## src/rtl/buf_store_engine.sv

```systemverilog
// rtl/buf_store_engine.sv - drains the coprocessor staging buffer into memory, one write command per word
// Optional BUF_STORE_ERR_ABORT_EN: an error response ends the transfer immediately.
module buf_store_engine #(
  parameter int DW    = 32,
  parameter int AW    = 32,
  parameter int DEPTH = 16
) (
  input  logic          clk,
  input  logic          rst,
  input  logic          start,
  input  logic [AW-1:0] base_addr,
  input  logic [4:0]    word_cnt,
  output logic          busy,
  output logic          done,
  output logic          err,
  output logic          buf_rd_en,
  input  logic [DW-1:0] buf_rd_data,
  output logic          mem_cmd_valid,
  input  logic          mem_cmd_ready,
  output logic [AW-1:0] mem_cmd_addr,
  output logic [DW-1:0] mem_cmd_wdata,
  output logic          mem_cmd_read,
  input  logic          mem_rsp_valid,
  output logic          mem_rsp_ready,
  input  logic          mem_rsp_err
);

  typedef enum logic [2:0] {IDLE, FETCH, CMD, RSP, DONE} state_t;

  localparam logic [4:0]    MAX_CNT  = 5'(DEPTH);
  localparam logic [AW-1:0] ADDR_INC = AW'(4);

  state_t     state;
  logic [4:0] remain;
  logic       last_word;

  assign mem_cmd_read = 1'b0;
`ifdef BUF_STORE_ERR_ABORT_EN
  assign last_word = (remain == 5'd1) || mem_rsp_err;
`else
  assign last_word = (remain == 5'd1);
`endif

  // mem_cmd_addr and mem_cmd_wdata double as the address and data holding registers,
  // so they cannot move while a command waits for ready.
  always_ff @(posedge clk) begin
    if (rst) begin
      state         <= IDLE;
      remain        <= 5'd0;
      busy          <= 1'b0;
      done          <= 1'b0;
      err           <= 1'b0;
      buf_rd_en     <= 1'b0;
      mem_cmd_valid <= 1'b0;
      mem_cmd_addr  <= '0;
      mem_cmd_wdata <= '0;
      mem_rsp_ready <= 1'b0;
    end else begin
      done      <= 1'b0;
      buf_rd_en <= 1'b0;
      case (state)
        IDLE: begin
          if (start) begin
            mem_cmd_addr <= base_addr;
            err          <= 1'b0;
            busy         <= 1'b1;
            if (word_cnt == 5'd0) begin
              done  <= 1'b1;
              state <= DONE;
            end else begin
              remain    <= (word_cnt > MAX_CNT) ? MAX_CNT : word_cnt;
              buf_rd_en <= 1'b1;
              state     <= FETCH;
            end
          end
        end
        FETCH: begin
          mem_cmd_wdata <= buf_rd_data;
          mem_cmd_valid <= 1'b1;
          state         <= CMD;
        end
        CMD: begin
          if (mem_cmd_ready) begin
            mem_cmd_valid <= 1'b0;
            mem_rsp_ready <= 1'b1;
            state         <= RSP;
          end
        end
        RSP: begin
          if (mem_rsp_valid) begin
            mem_rsp_ready <= 1'b0;
            mem_cmd_addr  <= mem_cmd_addr + ADDR_INC;
            remain        <= remain - 5'd1;
            if (mem_rsp_err) err <= 1'b1;
            if (last_word) begin
              done  <= 1'b1;
              state <= DONE;
            end else begin
              buf_rd_en <= 1'b1;
              state     <= FETCH;
            end
          end
        end
        DONE: begin
          busy  <= 1'b0;
          state <= IDLE;
        end
        default: state <= IDLE;
      endcase
    end
  end

endmodule

```

## config.mk

```make
export PLATFORM = sky130hd
export DESIGN_NAME = buf_store_engine
export DESIGN_NICKNAME = d
export VERILOG_FILES = /design/src/rtl/buf_store_engine.sv
export SDC_FILE = /design/constraint.sdc
export NUM_CORES = 1
export LEC_CHECK = 0
export ABC_CLOCK_PERIOD_IN_PS = 2300
export CORE_UTILIZATION = 45
export CTS_BUF_LIST = sky130_fd_sc_hd__clkbuf_2
export DETAILED_ROUTE_END_ITERATION = 16
export PLACE_DENSITY = 0.81
export SYNTH_ARGS = -nofsm -noshare
export SYNTH_HDL_FRONTEND = slang
export SYNTH_SLANG_ARGS = --single-unit
```

## constraint.sdc

```tcl
create_clock -name clk -period 2.3 [get_ports clk]
set_input_delay 0.345 -clock clk [delete_from_list [all_inputs] [get_ports clk]]
set_output_delay 0.345 -clock clk [all_outputs]
set_load 0.02 [all_outputs]
```

==> metrics.txt, run 1 <==
Slew Limit Fails=0; pwr/cell area=about 650 nW/um2; global-route wire length before repair=approximately 19,000 um; Post-CTS Hold Fix Bufs=0; Setup CP Type=flip-flop to flip-flop; initial antenna violation count=0; Post-CTS Setup Repair Bufs=0; Post-synth EDFFs=0; drt drc=0; syn_nets=600; Placed Area=5600 um2; Fin Hold WS=0.311 ns; H-tree depth=3; share of layout cells above drive strength 1=9.33%; setup_tns=0 ns; die width=95.8 um; clk_skew=approximately 0.033 ns; CTS Sinks=78; largest family of logic cells by synthesized area=simple AND/OR/NAND/NOR gates; total global routing overflow=0; f_max=between 400 and 500 MHz; Critical Path Start Type=flip-flop; GP Congestion=0.874; # IOs=~150; ANT nets after route=0; Yosys reg bits=between 70 and 80; TritonRoute pass-1 iters=5; largest net degree at the start of global routing=44; top_reg_cell synth=dfxtp_1; Core Area=between 8000 and 9000 um2; Worst Reg-to-Reg Cells=4; Buffers on Ports=144; Worst VDD drop=between 0.4 and 0.5 mV; largest cells by area after synthesis=dfxtp_1 (39%), nand2_1 (11%), a21oi_1 (8.5%); minimum clock period=approximately 2.2 ns; placed cells=764; Crit. End Element=flip-flop; DR vias/cell=5.75; compound-gate portion of the synthesized area=between 20% and 30%; post-synthesis simple-gate area fraction=roughly 30%; clock latency on the worst-skew pair=between 0.5 and 0.6 ns; dpl ws=0.0242 ns; Detail Placement HPWL=approximately 9000 um; post-synthesis mux area share=under 10%; vias=approximately 4,500; Initial Util=47.4%; WL/cell=between 15 and 20 um; fin crit share=roughly 96%; Hold/Removal Path Class=input pin to flip-flop; Worst slew margin=a little under three fifths; clock slew at reported path FFs=0.23 ns; RSZ-0062 raised after global routing=no; clock buffer depth=2; Finish-stage setup viols=0; max_cap viols=0; area leader, netlist=dfxtp_1; CTS resizes=0; area growth from synthesis to layout=45.6%; Worst-Margin Slew=around 0.65 ns; most frequent cells in the layout=clkdlybuf4s50_1 (143), nand2_1 (114), dfxtp_1 (78), a21oi_1 (67), nor2_1 (35); register area share after synthesis=about two fifths; Final Instance Area=5760 um2; CTS tree=done; CP required=2.71 ns; Routed WL=roughly 12,000 um; PnR worst setup slack=between 0.08 and 0.09 ns; Syn Area/Cell=~7.6 um2; post-synth top area share=approximately two fifths; Layout fillers=668; First DRT Iteration DRCs=about 280; mapped cell area=just under 4000 um2; Syn Inst Count=522; commonest non-fill, non-tap cell in the layout=clkdlybuf4s50_1; final non-filler cell total=780; Synth Area in XOR/XNOR=less than 1%; Worst EP arrival=roughly 2.6 ns; CP max FO=6; library cells used by synthesis=between 60 and 70; Hold Vio Cnt, Final=0; CTS Buf Count=9; hold path cells=4; # rows=33; Async SR Flop Fraction=0%; adder-cell area share of the yosys netlist=less than 1%; Clk Tree Root Cell=clkbuf_2; Nets=between 700 and 800; DIE HEIGHT=95.8 um; vias in the first global route=roughly 4,000; die area=around 9000 um2; overall routing resource usage=a little over a quarter; Static Leak=2.15 nW; ant diodes=0; warnings from Yosys=0; outcome=finished clean
Yosys cell counts, types with 2 or more instances:
library cell,n
a31oi_1,5
a211oi_1,4
or2_2,2
buf_1,2
nor3b_1,2
a21oi_1,67
o31ai_1,3
nand3_1,15
nor4_1,11
clkbuf_1,33
ha_1,3
a22oi_1,3
clkbuf_8,2
mux2i_1,7
nand3b_1,2
nand4_1,6
nor2_1,35
and2_1,6
and4_1,4
a32o_1,5
o22ai_1,6
o21a_1,4
or3_1,3
and3_1,14
inv_1,8
or4_1,4
nand2_1,114
a311oi_1,3
a311o_1,2
o21ai_0,26
dfxtp_1,78
nor3_1,11
o41ai_1,3
or4_4,2
power breakdown:
| group | internal, W | switching [W] | leakage (nW) |
|---|---|---|---|
| logic | 0.000551 | 0.000602 | 1.42 |
| registers | 0.00149 | 0.000132 | 0.638 |
| clock network | 0.000471 | 0.000480 | 0.0898 |
layout make-up:
class,instances,area [um2],area share (%)
Multi-Input combinational cell,396,2160,37.6
Sequential cell,78,1560,27.1
Tap cell,105,131,2.28
Clock buffer,10,50.0,0.869
Inverter,8,30.0,0.522
Clock inverter,6,110,1.91
Timing Repair Buffer,177,1710,29.7
flip-flops by register name, indices dropped and copies added, names as in the netlist:
name / count
buf_rd_en: 1
mem_cmd_wdata: 32
done: 1
err: 1
mem_cmd_valid: 1
remain: 5
mem_cmd_addr: 32
mem_rsp_ready: 1
busy: 1
state: 3
final timing paths:
path / start / end / slack [ns]
setup / recovery: mem_cmd_addr[12]$_SDFFE_PP0P_ / mem_cmd_addr[27]$_SDFFE_PP0P_ / 0.08
hold / removal: rst / mem_cmd_addr[19]$_SDFFE_PP0P_ / 0.31
setup reg to reg: mem_cmd_addr[12]$_SDFFE_PP0P_ / mem_cmd_addr[27]$_SDFFE_PP0P_ / 0.08
hold reg to reg: mem_cmd_addr[0]$_SDFFE_PP0P_ / mem_cmd_addr[0]$_SDFFE_PP0P_ / 0.47
layer usage:
layer | global-route usage, % | wire [um]
met1 | 33.1 | 5010
met2 | 43.8 | 5940
met3 | 6.64 | 975
met4 | 7.34 | 166
met5 | 0 | 0
logic make-up (layout without fill, tap and decap cells):
family | Yosys count | count (layout)
mux | 8 | 8
simple gates | 241 | 241
buf+inv | 48 | 201
flops | 78 | 78
xor+xnor | 1 | 1
fa+ha+maj | 3 | 3
compound gates | 142 | 142
other cells | 1 | 1
per-stage QoR:
step	power, W	util, %
after floorplan	0.00224	-
after global placement	0.00276	67.1
after detailed placement	0.00279	67.1
after CTS	0.00374	69.0
after global routing	0.00392	69.0
final	0.00372	69.0
critical path, cell delays in order, from the launching register on:
cell and delay [ns]:
dfxtp_1 0.48, nand4_4 0.13, or4_4 0.59, or4_4 0.56, a311o_1 0.35
Note: power is estimated with default switching activity, not from simulation.
==> inputs of run 2 (changes only) <==
--- a/config.mk
+++ b/config.mk
@@ -9,6 +9,7 @@
 export CORE_UTILIZATION = 45
 export CTS_BUF_LIST = sky130_fd_sc_hd__clkbuf_2
 export DETAILED_ROUTE_END_ITERATION = 16
+export GPL_TIMING_DRIVEN = 0
 export PLACE_DENSITY = 0.81
 export SYNTH_ARGS = -nofsm -noshare
 export SYNTH_HDL_FRONTEND = slang
==> run 2 against run 1 <==
  * Total power shrank 1.5%
  * Hold slack lost 0.065 ns
  * Count of clock-buffer cells in the layout did not move
  * Critical path type unchanged
  * Sequential power barely moved
==> metrics.txt, run 2 (same netlist as run 1, synthesis figures left out) <==
area growth from synthesis to layout=45.1%; crit path cell chain=nand4_1, or4_4, or4_4, a311o_1; Fin Hold WS=0.247 ns (-0.0645 ns); vias in the first global route=4,212 (+5.4%); ant diodes=0 (unchanged); Core Area=8340 um2 (unchanged); DR vias/cell=5.91 (+2.7%); Gate power share=31.7% (+0.7 points); outcome=finished clean; Clk Tree Root Cell=clkbuf_2; Worst slew margin=32.5% (-24 points); CP top delay family=simple AND/OR/NAND/NOR gates; H-tree depth=3 (unchanged); First DRT Iteration DRCs=336 (+19%); overall routing resource usage=29.3% (+3.2 points); Placed Area=5520 um2 (-1.4%); Nets=755 (+0.94%); clk_skew=0.0277 ns (-0.00518 ns); Slew Limit Fails=0 (unchanged); biggest regs=mem_cmd_addr (32), mem_cmd_wdata (32), remain (5); f_max=442 MHz (-1.9%); Final Instance Area=5740 um2 (-0.28%); setup_tns=0 ns (unchanged); Crit. End Element=flip-flop; CTS Buf Count=9 (unchanged); # IOs=146 (unchanged); Int Pwr=0.00238 W (-4.9%); Static Leak=2.10 nW (-2.3%); minimum clock period=2.26 ns (+0.0424 ns); Clock Power Share=23.7% (-1.9 points); fin crit share=98.3% (+1.8 points); power share of the sequential group=44.5% (+1.0 points); CTS tree=done; Routed WL=13,600 um (+12%); ANT nets after route=0 (unchanged); Hold Vio Cnt, Final=0 (unchanged); CP max FO=6 (unchanged); clock slew at reported path FFs=0.23 ns (about the same); cell repeated most along the worst path=or4_4; Initial Util=47.4% (unchanged); worst reg2reg startpoint=mem_cmd_addr[2]$_SDFFE_PP0P_; GP Congestion=0.899 (+2.8%); vias=4,649 (+3.6%); CP max stage cell=or4_4; max_cap viols=0 (unchanged); Buffers on Ports=143 (-0.69%); global-route wire length before repair=20,600 um (+9.7%); sw frac=35.0% (+2.4 points); share of layout cells above drive strength 1=8.21% (-1.1 points); initial antenna violation count=0 (unchanged); commonest non-fill, non-tap cell in the layout=clkdlybuf4s50_1; die area=9170 um2 (unchanged); total global routing overflow=0 (unchanged); Layout fillers=690 (+3.3%); final non-filler cell total=787 (+0.90%); Post-CTS Hold Fix Bufs=0 (unchanged); CTS Sinks=78 (unchanged); Critical Path Start Type=flip-flop; clock latency on the worst-skew pair=0.54 ns (+0.02 ns); die width=95.8 um (unchanged); Finish-stage setup viols=0 (unchanged); switching power=0.00128 W (+5.6%); Detail Placement HPWL=9730 um (+10%); Setup CP Type=flip-flop to flip-flop; Hold/Removal Path Class=input pin to flip-flop; pwr/cell area=639 nW/um2 (-1.2%); drt drc=0 (unchanged); TritonRoute pass-1 iters=5 (unchanged); hold_sp=mem_rsp_valid; WL/cell=17.2 um (+11%); clock buffer depth=2 (unchanged); CP startpoint=mem_cmd_addr[2]$_SDFFE_PP0P_; Worst-Margin Slew=1.00 ns (+0.357 ns); Worst VDD drop=0.415 mV (+1.3%); Worst EP arrival=2.72 ns (+0.09 ns); CP required=2.76 ns (+0.05 ns); placed cells=770 (+0.79%); # rows=33 (unchanged); crit-path max cell delay=0.60 ns (about the same); most frequent cells in the layout=clkdlybuf4s50_1 (143), nand2_1 (113), dfxtp_1 (71), a21oi_1 (67), nor2_1 (35); largest net degree at the start of global routing=14 (-68%); WP buf/inv=0 (unchanged); DIE HEIGHT=95.8 um (unchanged)
==> run 2: area by class of cell <==
type	instances	area, um2	share of cell area [%]
multi-input combinational	396	2200	38.4
sequential	78	1580	27.5
timing repair buffer	146	1450	25.3
buffer	38	206	3.60
tap	105	131	2.29
clock inverter	6	86.3	1.50
clock buffer	10	50.0	0.872
inverter	8	30.0	0.523
==> run 2: worst paths after layout <==
kind | slack, ns | end | depth (start not counted)
worst max-delay path | 0.04 | mem_cmd_addr[27]$_SDFFE_PP0P_ | 4
worst min-delay path | 0.25 | buf_rd_en$_SDFF_PP0_ | 3
worst max register to register | 0.04 | mem_cmd_addr[27]$_SDFFE_PP0P_ | 4
worst min register to register | 0.47 | mem_cmd_wdata[21]$_SDFFE_PP0P_ | 2
==> run 2: worst min-delay path, cell delays in order <==
cell,delay [ns]
clkbuf_1,0.20
nand3_1,0.12
a21oi_1,0.07
==> run 2: power by group through the flow <==
stage	combinational (W)	sequential [W]	clock, W
final	0.00116	0.00163	0.000870
after global routing	0.00125	0.00165	0.000937
after CTS	0.00114	0.00162	0.000877
after detailed placement	0.00113	0.00165	0
after global placement	0.00111	0.00164	0
after floorplan	0.000478	0.00176	0
==> run 2: what timing repair did <==
action,CTS,global route
buffers inserted,0,3
gates resized for setup,9,19
endpoints found under the hold margin,0,0
setup endpoints to repair,21,50
pin swaps,1,1
==> run 2: through the flow <==
stage	util [%]	setup WS, ns	total power [W]
after floorplan	-	0.0121	0.00224
after global placement	66.2	-0.612	0.00275
final	68.8	0.0392	0.00367
after CTS	68.0	0.00823	0.00364
after detailed placement	66.2	-0.630	0.00278
after global routing	68.8	-0.00674	0.00384
==> run 2: metal layers <==
| layer | vias up | routed length, um | GRT usage (%) |
|---|---|---|---|
| li1 | 2171 | - | - |
| met1 | 2175 | 5550 | 38.4 |
| met2 | 270 | 6400 | 46.9 |
| met3 | 33 | 1360 | 6.16 |
| met4 | 0 | 257 | 12.1 |
| met5 | - | 0 | 0 |
